### src/rtl/amo_unit_mc.sv
// Atomic memory operation unit for N cores: bypasses plain loads/stores, runs AMOs
// as read-modify-write on one 32-bit lane, and tracks one LR/SC reservation per core.
module amo_unit_mc #(
  parameter int N           = 2,
  parameter int XLEN        = 32,
  parameter int CLSIZE      = 128,
  parameter int RSV_GRAN    = 5,
  parameter int RSV_TIMEOUT = 255
) (
  input  logic              clk_i,
  input  logic              rst_i,
  input  logic [N-1:0]      core_id_i,
  input  logic              core_strobe_i,
  input  logic [XLEN-1:0]   core_addr_i,
  input  logic              core_rw_i,
  input  logic [CLSIZE-1:0] core_data_i,
  output logic              core_done_o,
  output logic [CLSIZE-1:0] core_data_o,
  input  logic              core_is_amo_i,
  input  logic [4:0]        core_amo_type_i,
  output logic              M_DMEM_strobe_o,
  output logic [XLEN-1:0]   M_DMEM_addr_o,
  output logic              M_DMEM_rw_o,
  output logic [CLSIZE-1:0] M_DMEM_data_o,
  input  logic              M_DMEM_done_i,
  input  logic [CLSIZE-1:0] M_DMEM_data_i
);

  localparam int OFF = $clog2(CLSIZE / 8);
  localparam int LW  = OFF - 2;
  localparam int CW  = (N > 1) ? $clog2(N) : 1;
  localparam int TCW = (RSV_TIMEOUT > 0) ? $clog2(RSV_TIMEOUT + 1) : 1;
  localparam int GW  = XLEN - RSV_GRAN;

  localparam logic [1:0] S_IDLE = 2'd0;
  localparam logic [1:0] S_RD   = 2'd1;
  localparam logic [1:0] S_WR   = 2'd2;
  localparam logic [1:0] S_FIN  = 2'd3;

  localparam logic [4:0] F_ADD  = 5'b00000;
  localparam logic [4:0] F_LR   = 5'b00010;
  localparam logic [4:0] F_SC   = 5'b00011;
  localparam logic [4:0] F_XOR  = 5'b00100;
  localparam logic [4:0] F_OR   = 5'b01000;
  localparam logic [4:0] F_AND  = 5'b01100;
  localparam logic [4:0] F_MIN  = 5'b10000;
  localparam logic [4:0] F_MAX  = 5'b10100;
  localparam logic [4:0] F_MINU = 5'b11000;
  localparam logic [4:0] F_MAXU = 5'b11100;

  // SWAP, SC and every unlisted code store rs2.
  function automatic logic [31:0] amo_alu(input logic [4:0]  f,
                                          input logic [31:0] a,
                                          input logic [31:0] b);
    logic signed [31:0] sa;
    logic signed [31:0] sb;
    sa = a;
    sb = b;
    case (f)
      F_ADD:   amo_alu = a + b;
      F_XOR:   amo_alu = a ^ b;
      F_OR:    amo_alu = a | b;
      F_AND:   amo_alu = a & b;
      F_MIN:   amo_alu = (sa < sb) ? a : b;
      F_MAX:   amo_alu = (sa > sb) ? a : b;
      F_MINU:  amo_alu = (a < b) ? a : b;
      F_MAXU:  amo_alu = (a > b) ? a : b;
      default: amo_alu = b;
    endcase
  endfunction

  logic [1:0]        state_q, state_d;
  logic              sc_fail_q, sc_fail_d;
  logic [CLSIZE-1:0] mbuf_q, mbuf_d;
  logic [N-1:0]      rv_q, rv_d;
  logic [GW-1:0]     ra_q [N];
  logic [GW-1:0]     ra_d [N];
  logic [TCW-1:0]    tc_q [N];
  logic [TCW-1:0]    tc_d [N];

  logic [LW-1:0]     lane;
  logic [CW-1:0]     cid;
  logic [GW-1:0]     gran;
  logic [31:0]       rs1, rs2, alu_res;
  logic              is_lr, is_sc, sc_fail_now, fin_amo, wrote_mem;
  logic [CLSIZE-1:0] wr_line, ret_line;

  assign lane    = core_addr_i[OFF-1:2];
  assign gran    = core_addr_i[XLEN-1:RSV_GRAN];
  assign rs1     = mbuf_q[{lane, 5'b00000} +: 32];
  assign rs2     = core_data_i[{lane, 5'b00000} +: 32];
  assign alu_res = amo_alu(core_amo_type_i, rs1, rs2);
  assign is_lr   = (core_amo_type_i == F_LR);
  assign is_sc   = (core_amo_type_i == F_SC);

  // Lowest set id bit wins; an all-zero id falls through to core 0.
  always_comb begin
    cid = '0;
    for (int i = N - 1; i >= 0; i--) begin
      if (core_id_i[i]) cid = CW'(i);
    end
  end

  assign sc_fail_now = ~rv_q[cid] | (ra_q[cid] != gran);

  // ---- sequencer: IDLE -> RD -> WR -> FIN ----
  always_comb begin
    state_d   = state_q;
    sc_fail_d = sc_fail_q;
    mbuf_d    = mbuf_q;
    case (state_q)
      S_IDLE: begin
        if (core_strobe_i && core_is_amo_i) begin
          sc_fail_d = is_sc && sc_fail_now;
          state_d   = (is_sc && sc_fail_now) ? S_FIN : S_RD;
        end
      end
      S_RD: begin
        if (M_DMEM_done_i) begin
          mbuf_d  = M_DMEM_data_i;
          state_d = is_lr ? S_FIN : S_WR;
        end
      end
      S_WR: begin
        if (M_DMEM_done_i) state_d = S_FIN;
      end
      S_FIN:   state_d = S_IDLE;
      default: state_d = S_IDLE;
    endcase
  end

  always_comb begin
    wr_line = mbuf_q;
    wr_line[{lane, 5'b00000} +: 32] = alu_res;
  end

  always_comb begin
    ret_line = '0;
    ret_line[{lane, 5'b00000} +: 32] = is_sc ? {31'b0, sc_fail_q} : rs1;
  end

  // ---- memory / core port muxing ----
  assign M_DMEM_addr_o   = core_addr_i;
  assign M_DMEM_strobe_o = core_is_amo_i ? ((state_q == S_RD) || (state_q == S_WR)) : core_strobe_i;
  assign M_DMEM_rw_o     = core_is_amo_i ? (state_q == S_WR) : core_rw_i;
  assign M_DMEM_data_o   = core_is_amo_i ? wr_line : core_data_i;
  assign core_done_o     = core_is_amo_i ? (state_q == S_FIN) : M_DMEM_done_i;
  assign core_data_o     = core_is_amo_i ? ret_line : M_DMEM_data_i;

  assign fin_amo   = (state_q == S_FIN) && core_is_amo_i;
  assign wrote_mem = core_done_o &&
                     (core_is_amo_i ? (!is_lr && !(is_sc && sc_fail_q))
                                    : (core_strobe_i && core_rw_i));

  // ---- reservations: timeout, write snooping, then LR/SC of the requester ----
  always_comb begin
    rv_d = rv_q;
    ra_d = ra_q;
    tc_d = tc_q;
    for (int k = 0; k < N; k++) begin
      if (RSV_TIMEOUT > 0 && rv_q[k]) begin
        if (tc_q[k] == TCW'(RSV_TIMEOUT)) begin
          rv_d[k] = 1'b0;
          tc_d[k] = '0;
        end else begin
          tc_d[k] = tc_q[k] + TCW'(1);
        end
      end
      if (wrote_mem && ra_q[k] == gran) rv_d[k] = 1'b0;
    end
    if (fin_amo && is_sc) rv_d[cid] = 1'b0;
    if (fin_amo && is_lr) begin
      rv_d[cid] = 1'b1;
      ra_d[cid] = gran;
      tc_d[cid] = '0;
    end
  end

  always_ff @(posedge clk_i) begin
    if (rst_i) begin
      state_q   <= S_IDLE;
      sc_fail_q <= 1'b0;
      rv_q      <= '0;
      for (int k = 0; k < N; k++) begin
        ra_q[k] <= '0;
        tc_q[k] <= '0;
      end
    end else begin
      state_q   <= state_d;
      sc_fail_q <= sc_fail_d;
      rv_q      <= rv_d;
      ra_q      <= ra_d;
      tc_q      <= tc_d;
    end
  end

  always_ff @(posedge clk_i) begin
    mbuf_q <= mbuf_d;
  end

endmodule

### config.mk
export PLATFORM = sky130hd
export DESIGN_NAME = amo_unit_mc
export DESIGN_NICKNAME = d
export VERILOG_FILES = /design/src/rtl/amo_unit_mc.sv
export SDC_FILE = /design/constraint.sdc
export NUM_CORES = 1
export LEC_CHECK = 0
export CAP_MARGIN = 5
export CORE_AREA = 2 2 229 231
export DETAILED_ROUTE_END_ITERATION = 10
export DIE_AREA = 0 0 231 233
export PLACE_DENSITY = 0.63
export SKIP_LAST_GASP = 1
export SLEW_MARGIN = 20
export SYNTH_ARGS = -nofsm -noshare
export SYNTH_HDL_FRONTEND = slang
export SYNTH_SLANG_ARGS = --single-unit
### constraint.sdc
create_clock -name clk_i -period 9.6 [get_ports clk_i]
set_clock_uncertainty 0.05 [all_clocks]
set_input_delay 2.4 -clock clk_i [delete_from_list [all_inputs] [get_ports clk_i]]
set_output_delay 2.4 -clock clk_i [all_outputs]
set_load 0.02 [all_outputs]
==> out/metrics.csv <==
stage,metric,value,unit
status,outcome,"complete, no violations",
floorplan,chip width,231,um
floorplan,DIE AREA,53800,um2
route,drt first pass iters,6,
setup_path,critical path type,in -> out,
sta,Slew @ Worst Pin,1.18,ns
route,via count,20900,
cts,CTS Root Buffer Type,clkbuf_16,
sta,fin worst setup slack,0.00681,ns
setup_path,CP cell instances,"clkdlybuf4s50_1, mux4_2, inv_1, ha_1, inv_1, a221oi_2, o21bai_1, or4_4, or2_1, buf_4, a221oi_2, buf_4, buf_4, nand3_1, a22oi_1, buf_4, o21ai_0, clkdlybuf4s50_1",
cts,clock sink total,203,
finish,cell area after layout,27500,um2
route,Via density,5.81,
floorplan,IO Pins,592,
synth,number of synthesized flops with an enable pin,128,
placement,IO Port Bufs,585,
power_and_ir_drop,Worst VDD drop,0.128,mV
route,WL/cell,25.0,um
cts,TritonCTS buffer count,25,
setup_path,slowest CP cell,clkdlybuf4s50_1,
finish,Finished Layout Cells,3589,
power_and_ir_drop,Seq pwr share,0.282,
synth,Synth warnings,0,
placement,Area after DPL,26200,um2
setup_path,Crit path top cell by count,buf_4,
finish,Sequential Area,5350,um2
power_and_ir_drop,P_int,2.40,mW
power_and_ir_drop,Leakage,10.9,nW
global_route,global-route wire length before repair,129,mm
synth,commonest register cell after synthesis,edfxtp_1,
synth,post-synthesis sequential area ratio,0.293,
cts,H-tree Lvls,1,
cts,"Clk Latency, worst-skew pair",0.57,ns
cts,hold buffer count at cts,0,
route,Routed WL,89.7,mm
setup_path,CP endpoint kind,output port,
global_route,total grt overflow,0,
power_and_ir_drop,Sw Share,0.372,
power_and_ir_drop,Comb power frac,0.457,
sta,slew margin rel.,0.212,
power_and_ir_drop,"Power, Total",3.82,mW
finish,"most common cell after layout, fill and taps aside",clkdlybuf4s50_1,
synth,ys async rst share,0,
floorplan,Die Y,233,um
power_and_ir_drop,clock power share,0.261,
synth,Syn Nets,2624,
min_path,hold crit path type,reg -> reg,
finish,fill count,4801,
sta,hold slack final,0.417,ns
setup_path,"Max FO, Critical Path",6,
placement,pre-CTS WS,-0.590,ns
global_route,initial antenna violation count,3,
sta,final-report hold violation count,0,
synth,Avg Inst Size Synth,8.24,um2
cts,maximum clock insertion buffer count,3,
finish,share of post-route cells with drive strength above 1,0.160,
global_route,vias in the first global route,20600,
finish,Nets,3298,
cts,clk slew on worst S/H paths,0.06,ns
sta,Final min period,9.59,ns
synth,Synth Register Bits,203,
route,Post-DRT Antenna Nets,0,
min_path,hold path start,ra_q[16],
setup_path,reg2reg start,state_q[1],
flow_run,Max Cap Viol,0,
setup_path,worst endpoint required time,7.15,ns
synth,synthesized area,18200,um2
floorplan,Initial Util,0.357,
placement,post-DP HPWL,68.1,mm
power_and_ir_drop,Psw,1.42,mW
finish,Layout area overhead,50.4,%
global_route,total track usage,0.317,
finish,most frequent cells in the layout,"clkdlybuf4s50_1 (501), nand2_1 (279), buf_4 (279)",
setup_path,critical path's largest stage delay,0.58,ns
sta,# setup viols final,0,
cts,CTS tree,done,
setup_path,CP arrival,7.14,ns
route,drc violations,0,
placement,Placed Instances,3538,
synth,Yosys cell types,77,
floorplan,core area,51100,um2
power_and_ir_drop,Cell Pwr Density,139,nW/um2
setup_path,Critical Path Start,core_data_i[30],
sta,Setup TNS Final,0,ns
setup_path,crit start category,primary input,
sta,unrepaired setup endpoints after global routing,yes,
floorplan,row count,83,
global_route,largest net degree at the start of global routing,102,
synth,Synth Instances,2215,
finish,Finished Core Util,0.537,
route,initial detailed-routing violation count,1900,
finish,multi-input logic area,11900,um2
sta,final slew viol count,0,
sta,fin crit share,0.999,
sta,Peak Freq,0.104,GHz
placement,GPL Wtd Cong,1.01,
## worst max-delay path, delay by kind of cell
kind	cells	cell delay, ns
and+or+nand+nor	3	0.92
AOI/OAI and AO/OA	5	1.10
adders and majority gates	1	0.22
muxes	1	0.52
buffers and inverters	8	1.97
## cell usage after synthesis (38+ instances only)
library cell | instances | area share
ha_1 | 107 | 0.073
inv_1 | 86 | 0.018
o21ai_1 | 41 | 0.011
a22oi_1 | 66 | 0.027
nor2_1 | 156 | 0.032
a21oi_1 | 203 | 0.056
mux2_2 | 38 | 0.023
dfxtp_1 | 75 | 0.082
o21ai_0 | 180 | 0.049
clkbuf_1 | 162 | 0.033
o2bb2ai_1 | 130 | 0.062
nand2_1 | 284 | 0.058
mux2i_1 | 60 | 0.033
edfxtp_1 | 128 | 0.21
xnor2_1 | 75 | 0.036
## per-layer routing
layer  up-vias  GRT usage  share of wire
met5         -          0        0.00015
met1     10100      0.417           0.42
met2      1113      0.512           0.46
met3       190     0.0648          0.084
li1       9471          -              -
met4         2      0.117          0.037
## power by group through the flow
stage          Sequential (mW)  Combinational [mW]  Clock, mW
5_1_grt                   1.09                1.86       1.04
6_report                  1.08                1.75      0.996
2_1_floorplan             1.09               0.880          0
3_5_place_dp              1.10                1.70          0
3_3_place_gp              1.09                1.69          0
4_1_cts                   1.08                1.72       1.01
## flip-flops by register name, indices dropped and copies added (netlist names)
signal     cells
rv_q           2
mbuf_q       128
tc_q          16
state_q        2
sc_fail_q      1
ra_q          54
## what timing repair did
action	4_1_cts	5_1_grt
pin swaps	1	1
resized for setup	50	72
setup endpoints to repair	123	119
buffers inserted	1	2
hold endpoints to repair	0	0
cloned	0	1
## final timing paths
kind	end	slack, ns	depth (start not counted)
worst max-delay path	M_DMEM_data_o[127]	0.007	18
worst min-delay path	ra_q[16]	0.42	2
worst max register to register	mbuf_q[108]	6.85	4
worst min register to register	ra_q[16]	0.42	2
## final cells by class
cell class,instances,area share
Multi-Input combinational cell,1705,0.433
Timing Repair Buffer,867,0.298
Sequential cell,203,0.195
Tap cell,680,0.0310
Clock buffer,35,0.0270
Inverter,87,0.0122
Clock inverter,11,0.00438
Antenna cell,1,0.0000912
## cells by family (layout without fill, tap and decap cells)
logic type                 Yosys count  in the layout  synth area share
DFF                                203            203             0.293
muxes                              129            129            0.0946
adders and majority gates          108            108            0.0745
buffers and inverters              307           1000            0.0708
and+or+nand+nor                    588            588             0.140
other                                0              1                 0
AOI/OAI and AO/OA                  773            773             0.276
xor gates and xnor gates           107            107            0.0514
Note: power is estimated with default switching activity, not from simulation.
